<file path="src/rtl/ula_video_if.sv">
// Video RAM bus and video output signals of the ULA video generator.
// FLOATING_BUS_EN adds the floatBus output.
interface ula_video_if;
    logic [2:0]  border;
    logic [7:0]  vmmData;
    logic [12:0] vmmAddr;
    logic        frameInt;
    logic        mayContend;
    logic [1:0]  sync;
    logic [8:0]  rgb;
`ifdef FLOATING_BUS_EN
    logic [7:0]  floatBus;

    modport master (
        input  border, vmmData,
        output vmmAddr, frameInt, mayContend, sync, rgb, floatBus
    );
    modport slave (
        output border, vmmData,
        input  vmmAddr, frameInt, mayContend, sync, rgb, floatBus
    );
`else
    modport master (
        input  border, vmmData,
        output vmmAddr, frameInt, mayContend, sync, rgb
    );
    modport slave (
        output border, vmmData,
        input  vmmAddr, frameInt, mayContend, sync, rgb
    );
`endif
endinterface

</file>
<file path="src/rtl/ula_video.sv">
// ZX-style ULA video generator: raster counters, VRAM fetch, pixel shifter, sync and frame interrupt.
// Optional FLOATING_BUS_EN exposes fetched VRAM bytes on floatBus.
module ula_video #(
    parameter int H_TOTAL    = 448,
    parameter int V_TOTAL    = 312,
    parameter int INT_LINE   = 248,
    parameter int INT_START  = 0,
    parameter int INT_LENGTH = 32,
    parameter int HS_START   = 344,
    parameter int HS_LENGTH  = 32,
    parameter int VS_START   = 248,
    parameter int VS_LENGTH  = 4,
    parameter int FLASH_BITS = 5
) (
    input logic         clock,
    input logic         reset,
    ula_video_if.master bus
);
    localparam logic [9:0] H_LAST = 10'(H_TOTAL - 1);
    localparam logic [9:0] V_LAST = 10'(V_TOTAL - 1);
    localparam logic [9:0] HS_H0  = 10'(HS_START);
    localparam logic [9:0] HS_H1  = 10'(HS_START + HS_LENGTH - 1);
    localparam logic [9:0] VS_V0  = 10'(VS_START);
    localparam logic [9:0] VS_V1  = 10'(VS_START + VS_LENGTH - 1);
    localparam logic [9:0] INT_V  = 10'(INT_LINE);
    localparam logic [9:0] INT_H0 = 10'(INT_START);
    // Last source hCount of the pulse; capped so the registered pulse ends on H_TOTAL-1.
    localparam int         INT_END_RAW = INT_START + INT_LENGTH - 1;
    localparam int         INT_END     = (INT_END_RAW > H_TOTAL - 2) ? H_TOTAL - 2 : INT_END_RAW;
    localparam logic [9:0] INT_H1 = 10'(INT_END);
    localparam logic       INT_ON = (INT_LENGTH > 0) && (INT_END >= INT_START);

    function automatic logic inWindow(input logic [9:0] v, input logic [9:0] lo,
                                      input logic [9:0] hi);
        return (v - lo) <= (hi - lo);
    endfunction

    // Colour is {g, r, b}; the middle bit of each gun only lights when bright.
    function automatic logic [8:0] expandRgb(input logic [2:0] grb, input logic bright);
        return {grb[1], grb[1] & bright, grb[1],
                grb[2], grb[2] & bright, grb[2],
                grb[0], grb[0] & bright, grb[0]};
    endfunction

    logic [9:0]            hCount;
    logic [9:0]            vCount;
    logic [FLASH_BITS-1:0] fCount;

    always_ff @(posedge clock) begin
        if (reset) begin
            hCount <= '0;
            vCount <= '0;
            fCount <= '0;
        end else if (hCount == H_LAST) begin
            hCount <= '0;
            if (vCount == V_LAST) begin
                vCount <= '0;
                fCount <= fCount + 1'b1;
            end else begin
                vCount <= vCount + 1'b1;
            end
        end else begin
            hCount <= hCount + 1'b1;
        end
    end

    logic displayArea;
    logic bmpPhase;
    logic attrPhase;
    logic loadPhase;
    logic hBlank;
    logic vBlank;
    logic syncActive;
    logic intWindow;

    assign displayArea = (hCount < 10'd256) && (vCount < 10'd192);
    assign bmpPhase    = hCount[3] & ~hCount[1] & hCount[0];
    assign attrPhase   = hCount[3] &  hCount[1] & hCount[0];
    assign loadPhase   = (hCount[2:0] == 3'd4);
    assign hBlank      = inWindow(hCount, 10'd320, 10'd415);
    assign vBlank      = inWindow(vCount, 10'd248, 10'd255);
    assign syncActive  = inWindow(hCount, HS_H0, HS_H1) || inWindow(vCount, VS_V0, VS_V1);
    assign intWindow   = INT_ON && (vCount == INT_V) && inWindow(hCount, INT_H0, INT_H1);

    // Bitmap address on even fetch slots, attribute address (0x1800 region) on odd ones.
    assign bus.vmmAddr = {hCount[1] ? {3'b110, vCount[7:6]} : {vCount[7:6], vCount[2:0]},
                          vCount[5:3], hCount[7:4], hCount[2]};

    // Stage p0: fetch capture, shifter and attribute latch
    logic       videoEnable;
    logic [7:0] bitmapByte;
    logic [7:0] attrByte;
    logic [7:0] shifter;
    logic [7:0] attr;

    always_ff @(posedge clock) begin
        if (reset) begin
            videoEnable <= 1'b0;
            bitmapByte  <= '0;
            attrByte    <= '0;
            shifter     <= '0;
            attr        <= '0;
        end else begin
            if (hCount[3]) videoEnable <= displayArea;
            if (videoEnable && bmpPhase) bitmapByte <= bus.vmmData;
            if (videoEnable && attrPhase) attrByte <= bus.vmmData;
            if (loadPhase && videoEnable) shifter <= bitmapByte;
            else shifter <= {shifter[6:0], 1'b0};
            if (loadPhase) attr <= videoEnable ? attrByte : {2'b00, bus.border, 3'b000};
        end
    end

    logic       ink;
    logic [2:0] colour;

    assign ink    = shifter[7] ^ (fCount[FLASH_BITS-1] & attr[7]);
    assign colour = ink ? attr[2:0] : attr[5:3];

    // Stage p1: registered video outputs
    logic [8:0] rgb_p1;
    logic [1:0] sync_p1;
    logic       frameInt_p1;
    logic       mayContend_p1;

    always_ff @(posedge clock) begin
        if (reset) begin
            rgb_p1        <= '0;
            sync_p1       <= 2'b11;
            frameInt_p1   <= 1'b1;
            mayContend_p1 <= 1'b1;
        end else begin
            rgb_p1        <= (hBlank || vBlank) ? 9'd0 : expandRgb(colour, attr[6]);
            sync_p1       <= {1'b1, ~syncActive};
            frameInt_p1   <= ~intWindow;
            mayContend_p1 <= ~(displayArea && (hCount[3:0] > 4'd3));
        end
    end

    assign bus.rgb        = rgb_p1;
    assign bus.sync       = sync_p1;
    assign bus.frameInt   = frameInt_p1;
    assign bus.mayContend = mayContend_p1;

`ifdef FLOATING_BUS_EN
    logic [7:0] floatBus_p1;

    always_ff @(posedge clock) begin
        if (reset) floatBus_p1 <= 8'hFF;
        else if (videoEnable && (bmpPhase || attrPhase)) floatBus_p1 <= bus.vmmData;
        else floatBus_p1 <= 8'hFF;
    end

    assign bus.floatBus = floatBus_p1;
`endif
endmodule

</file>
<file path="src/flat_wrapper.sv">
// flat-port wrapper written by rule: the top's interface ports become plain ports
module ula_video_flat 
#(
    parameter int H_TOTAL    = 448,
    parameter int V_TOTAL    = 312,
    parameter int INT_LINE   = 248,
    parameter int INT_START  = 0,
    parameter int INT_LENGTH = 32,
    parameter int HS_START   = 344,
    parameter int HS_LENGTH  = 32,
    parameter int VS_START   = 248,
    parameter int VS_LENGTH  = 4,
    parameter int FLASH_BITS = 5
)
  (clock, reset, bus_border, bus_vmmData, bus_vmmAddr, bus_frameInt, bus_mayContend, bus_sync, bus_rgb);
  ula_video_if bus_i ();
  input logic clock;
  input logic reset;
  input wire logic [$bits(bus_i.border)-1:0] bus_border;
  input wire logic [$bits(bus_i.vmmData)-1:0] bus_vmmData;
  output wire logic [$bits(bus_i.vmmAddr)-1:0] bus_vmmAddr;
  output wire logic [$bits(bus_i.frameInt)-1:0] bus_frameInt;
  output wire logic [$bits(bus_i.mayContend)-1:0] bus_mayContend;
  output wire logic [$bits(bus_i.sync)-1:0] bus_sync;
  output wire logic [$bits(bus_i.rgb)-1:0] bus_rgb;
  assign bus_i.border = bus_border;
  assign bus_i.vmmData = bus_vmmData;
  assign bus_vmmAddr = bus_i.vmmAddr;
  assign bus_frameInt = bus_i.frameInt;
  assign bus_mayContend = bus_i.mayContend;
  assign bus_sync = bus_i.sync;
  assign bus_rgb = bus_i.rgb;
  ula_video #(.H_TOTAL(H_TOTAL), .V_TOTAL(V_TOTAL), .INT_LINE(INT_LINE), .INT_START(INT_START), .INT_LENGTH(INT_LENGTH), .HS_START(HS_START), .HS_LENGTH(HS_LENGTH), .VS_START(VS_START), .VS_LENGTH(VS_LENGTH), .FLASH_BITS(FLASH_BITS)) u_core (.clock(clock), .reset(reset), .bus(bus_i));
endmodule
</file>
<file path="config.mk">
export PLATFORM = sky130hd
export DESIGN_NAME = ula_video_flat
export DESIGN_NICKNAME = d
export VERILOG_FILES = /design/src/rtl/ula_video_if.sv /design/src/rtl/ula_video.sv /design/src/flat_wrapper.sv
export SDC_FILE = /design/constraint.sdc
export NUM_CORES = 1
export LEC_CHECK = 0
export ABC_AREA = 1
export BUFFER_PORTS_ARGS = -buffer_cell sky130_fd_sc_hd__buf_2
export CAP_MARGIN = 0
export CORE_UTILIZATION = 49
export DETAILED_ROUTE_END_ITERATION = 10
export GPL_ROUTABILITY_DRIVEN = 0
export PLACE_DENSITY = 0.69
export REMOVE_ABC_BUFFERS = 1
export SLEW_MARGIN = 10
export SYNTH_ARGS = -nofsm -noshare
export SYNTH_HDL_FRONTEND = slang
export SYNTH_SLANG_ARGS = --single-unit
export TNS_END_PERCENT = 20
</file>
<file path="constraint.sdc">
create_clock -name clock -period 1.6 [get_ports clock]
set_input_delay 0 -clock clock [delete_from_list [all_inputs] [get_ports clock]]
set_output_delay 0 -clock clock [all_outputs]
set_load 0.01 [all_outputs]
</file>
Yosys cells after proc, flatten, opt, wreduce, memory -nomap -nowiden
Index checks and enable logic that the tools add are counted.
{ "word_totals": {"wordCells": 63, "out_inout_bits": 26, "in_bits": 13, "regBits": 71} }
{ "classes": {"bitwise": 14, "n_mux": 5, "n_addsub": 6, "n_lt_le_gt_ge": 8, "n_eq_ne": 4, "reduce_logical": 12} }
{ "op_table": {"columns": ["operator", "count"], "rows": [
  ["10-bit by 1-bit adder with 10-bit output, second input constant", 2],
  ["10-bit by 9-bit == test with 1-bit output, second input constant", 2],
  ["10-bit by 5-bit less-or-equal comparator with 1-bit output, second input constant", 2],
  ["10-bit by 9-bit subtractor with 10-bit output, second input constant", 2],
  ["8-bit 2-to-1 mux", 2],
  ["10-bit by 8-bit == test with 1-bit output, second input constant", 1],
  ["10-bit by 2-bit less-or-equal comparator with 1-bit output, second input constant", 1],
  ["10-bit by 3-bit less-or-equal comparator with 1-bit output, second input constant", 1],
  ["10-bit by 7-bit less-or-equal comparator with 1-bit output, second input constant", 1],
  ["10-bit by 8-bit < comparator with 1-bit output, second input constant", 1],
  ["10-bit by 9-bit < comparator with 1-bit output, second input constant", 1],
  ["10-bit 2-to-1 mux", 1],
  ["10-bit by 8-bit subtractor with 10-bit output, second input constant", 1],
  ["1-bit bitwise AND", 8],
  ["1-bit logical AND", 6],
  ["2-bit OR reduction", 3],
  ["5-bit by 1-bit adder with 5-bit output, second input constant", 1],
  ["5-bit 2-to-1 mux", 1],
  ["1-bit NOT", 5],
  ["4-bit by 2-bit greater-than comparator with 1-bit output, second input constant", 1],
  ["3-bit == test, second input constant", 1],
  ["3-bit 2-to-1 mux", 1],
  ["1-bit logical OR", 2],
  ["2-bit AND reduction", 1],
  ["1-bit XOR", 1]
]} }

Depth between registers and ports, before layout
{ "depth": {"depth_word": 4, "depth_mapped": 10} }

Least setup slack after synthesis
Ideal clock, no wire load.
{ "synth_path": {"path_kind": "register -> register", "start": "register u_core.hCount[1]", "end": "register u_core.shifter[3]", "path_slack_ps": 110, "stages_incl_launch_ff": 9, "synth_period_minus_slack_ps": 1490, "setup_time_ps": 116, "arrival_ps": 1374, "path_cell_list": "dfxtp_1 clkbuf_1 inv_1 ha_1 nand2_1 nor2_1 buf_2 o21ai_0 nor2_1"} }
{ "synth_between": {"elab_chain_len": 3} }
{ "synth_lines": {"columns": ["element", "line_no", "source"], "rows": [
  ["start: declaration", "ula_video.sv:45", "logic [9:0] hCount;"],
  ["start signal: assignment", "ula_video.sv:63", "hCount <= hCount + 1'b1;"],
  ["3-bit == test", "ula_video.sv:79", "assign loadPhase = (hCount[2:0] == 3'd4);"],
  ["1-bit logical AND", "ula_video.sv:107", "if (loadPhase && videoEnable) shifter <= bitmapByte;"],
  ["8-bit 2-to-1 mux", "ula_video.sv:107", null],
  ["end signal: assignment", "ula_video.sv:107", null],
  ["end signal: assignment", "ula_video.sv:108", "else shifter <= {shifter[6:0], 1'b0};"],
  ["end: declaration", "ula_video.sv:93", "logic [7:0] shifter;"]
]} }
Every way passes these cells.
A chain may end at the register's enable or synchronous reset.

Final worst setup path
{ "layout_path": {"start": "register u_core.hCount[1]", "end": "register u_core.fCount[1]"} }
{ "layout_between": {"elab_chain_len": 2} }
{ "layout_lines": {"columns": ["element", "line_no", "source"], "rows": [
  ["10-bit by 9-bit == test with 1-bit output", "ula_video.sv:54", "end else if (hCount == H_LAST) begin"],
  ["2-bit AND reduction (no line)", null, null],
  ["end signal: assignment", "ula_video.sv:58", "fCount <= fCount + 1'b1;"],
  ["end: declaration", "ula_video.sv:47", "logic [FLASH_BITS-1:0] fCount;"]
]} }
Every way passes these cells.

==> run_results.csv <==
group,metric,value,unit
finish,diodes,0,
finish,drive_gt1_share,17.7,%
yosys,yosys_warnings,0,
grt,grt_pass1_vias,2753,
route,ant_nets,0,
yosys,synth_area,3260,um2
floorplan,start_util,51.1,%
clocking,clock_sinks,67,
worst_setup_path,worstSetupPathType,"register to register",
worst_setup_path,crit_start,"u_core.hCount[1]$_SDFF_PP0_",
timing,finalHoldViolations,0,
worst_setup_path,cp_max_fo,11,
power,vdd_drop_max,0.000735,V
floorplan,die_h,83.6,um
clocking,worstSkewPairLatency,0.34,ns
power,total_power,3.21,mW
worst_hold_path,hp-class,"primary input to register",
grt,grt_pass1_wl,12400,um
timing,setup_tns,0,ns
finish,final_common_cell,"nand2_1",
worst_setup_path,slowest_delay,0.36,ns
clocking,cts_buffers,9,
grt,grt_max_degree,33,
finish,most-common-layout-cells,"nand2_1 (96), nor2_1 (90), dfxtp_1 (65)",
run,maxCapViolations,0,
worst_setup_path,crit_arrival,1.76,ns
worst_setup_path,r2r-start,"u_core.hCount[1]$_SDFF_PP0_",
clocking,clock_path_buffers,2,
worst_setup_path,r2r_slack,0.08,ns
route,drt_wl_total,6980,um
grt,antenna_found_initial,0,
worst_setup_path,reg2regPathDepth,8,
route,drt-initial-drc-count,166,
worst_setup_path,path_buf_inv,0,
timing,drv_slew,0,
worst_hold_path,holdPathEnd,"u_core.attr[4]$_SDFFE_PP0N_",
grt,grtUsageTotal,21.8,%
yosys,syn_avg_cell_area,6.99,um2
timing,rsz0062_at_grt,"yes",
clocking,clk_pin_slew,0.07,ns
floorplan,die_area,6990,um2
route,drt-pass1-iter-count,5,
floorplan,fp.dieW,83.6,um
timing,fmax,0.658,GHz
worst_setup_path,startpoint_type,"register",
outcome,status,"complete, no violations",
worst_setup_path,critPathCaptureType,"register",
grt,grt_overflow,0,
worst_hold_path,worstHoldPathCells,5,
route,drc_errors,0,
placement,io_buffers,37,
clocking,cts_tree,"built",
placement,dp_hpwl,5220,um
timing,period_share,94.9,%
worst_setup_path,crit_required,1.84,ns
worst_hold_path,min-delay-start,"bus_border[1]",
yosys,synth-seq-area-share,41.1,%
route,wl_per_cell,11.5,um
power,p_per_area,824,nW/um2
clocking,root_buffer,"clkbuf_8",
power,leakagePower,1.79,nW
worst_setup_path,path_delay_family,"simple AND/OR/NAND/NOR gates",
yosys,yosys.cell_types.count,29,
worst_setup_path,r2r-end,"u_core.fCount[1]$_SDFFE_PP0P_",
yosys,synthCells,467,
floorplan,core,6390,um2
clocking,cts_max_level,3,
route,vias,2983,
timing,period_minus_slack,1.52,ns
worst_setup_path,cpMaxStageDelayCell,"dfxtp_1",
finish,area_delta_synth_final,19.4,%
floorplan,ioPinCount,39,
worst_setup_path,path_common_cell,"nor2_8",
route,viasPerCell,4.90,
timing,setup-violations-final,0,
timing,skew,0.00852,ns
timing,timing.hold.ws,0.00894,ns
finish,fillers,609,
worst_setup_path,critical_path.cell_chain,"ha_2, nand2_2, nor2_8, nand2_4, nor2_8, nand2_1, o21ai_1, nor2_1",
finish,final_nets,552,
floorplan,rows,29,
yosys,synth_seq_cells,67,
==> worst register-to-register path, cell delays in order (launching register included) <==
cell and delay [ns]:
dfxtp_1 0.36, ha_2 0.21, nand2_2 0.10, nor2_8 0.16, nand2_4 0.08, nor2_8 0.16, nand2_1 0.15, o21ai_1 0.15
nor2_1 0.05
==> logic make-up (layout without fill, tap and decap cells) <==
family          count (synthesis)  count (layout)  share of synthesized area, %
compound gates                 64              64                          10.3
xor+xnor                        5               5                          1.34
fa+ha+maj                      12              12                          4.60
buf+inv                        72             137                          10.1
flops                          67              67                          41.1
other cells                     1               1                         0.115
simple gates                  246             246                          32.5
==> through the flow <==
step | instance area, um2 | utilization, % | cells | setup WS, ns
after detailed placement | 3560 | 55.8 | 580 | 0.0542
after CTS | 3870 | 60.6 | 607 | 0.0475
after global placement | 3560 | 55.8 | 580 | 0.0503
after global routing | 3900 | 61.0 | 609 | -0.0212
after floorplan | 3120 | - | 444 | -0.0117
final | 3900 | 61.0 | 609 | 0.0812
==> synth_stat cells <==
cell type | instances | area (um2)
nand2_1 | 96 | 360
nor2_1 | 91 | 342
dfxtp_1 | 67 | 1340
inv_1 | 47 | 176
nand3_1 | 36 | 180
o21ai_0 | 34 | 170
a21oi_1 | 22 | 110
buf_4 | 13 | 97.6
ha_1 | 12 | 150
clkbuf_1 | 6 | 22.5
nand4_1 | 5 | 31.3
nor3_1 | 5 | 25.0
o211ai_1 | 5 | 37.5
buf_2 | 3 | 15.0
nor2_2 | 3 | 18.8
xor2_1 | 3 | 26.3
nand2_2 | 2 | 12.5
nand2_4 | 2 | 22.5
nor2_8 | 2 | 40.0
o21ai_1 | 2 | 10.0
or2_2 | 2 | 12.5
xnor2_1 | 2 | 17.5
buf_6 | 1 | 11.3
clkinv_1 | 1 | 3.75
conb_1 | 1 | 3.75
inv_2 | 1 | 3.75
nand3b_1 | 1 | 7.51
nor3b_1 | 1 | 7.51
o21a_1 | 1 | 7.51
==> what timing repair did <==
| action | CTS | global route |
|---|---|---|
| hold endpoints to repair | 21 | 0 |
| setup endpoints to repair | 0 | 31 |
| buffers inserted | 0 | 2 |
| resized for setup | 0 | 6 |
| hold buffers | 11 | 0 |
==> sequential cells by signal (all words and copies together), names as in the netlist <==
register               flops
u_core.attrByte            8
u_core.bitmapByte          8
u_core.shifter             8
u_core.bus.sync            1
u_core.hCount             10
u_core.bus.frameInt        1
u_core.bus.mayContend      1
u_core.vCount             10
u_core.bus.rgb             6
u_core.fCount              5
u_core.attr                8
u_core.videoEnable         1
==> metal layers <==
layer	part of all wire [%]	track usage [%]
met1	50	29.9
met2	45	34.5
met3	3.7	3.86
met4	1.3	7.86
met5	0	0
==> how the worst max path moves through the flow <==
stage / endpoint / slack (ns) / depth (start not counted)
2_1_floorplan: u_core.shifter[1]$_SDFF_PP0_ / -0.01 / 7
6_report: u_core.fCount[1]$_SDFFE_PP0P_ / 0.08 / 8
3_5_place_dp: u_core.vCount[4]$_SDFFE_PP0P_ / 0.05 / 9
4_1_cts: u_core.vCount[4]$_SDFFE_PP0P_ / 0.05 / 9
5_1_grt: u_core.fCount[1]$_SDFFE_PP0P_ / -0.02 / 8
3_3_place_gp: u_core.vCount[4]$_SDFFE_PP0P_ / 0.05 / 9
==> area by class of cell <==
cell class	count	area, um2	area share (%)
well taps	77	96.3	2.47
clock buffers	10	128	3.28
inverters	49	184	4.72
flip-flops and latches	67	1340	34.5
multi-input cells	328	1600	41.1
clock inverters	6	66.3	1.70
repair buffers	72	475	12.2
==> power by group <==
part / total, mW / internal [mW] / switching, mW
Combinational: 0.160 / 0.0700 / 0.0904
Sequential: 1.69 / 1.68 / 0.00858
Clock: 1.36 / 0.719 / 0.644
Total: 3.21 / 2.47 / 0.743
Note: power is estimated with default switching activity, not from simulation.
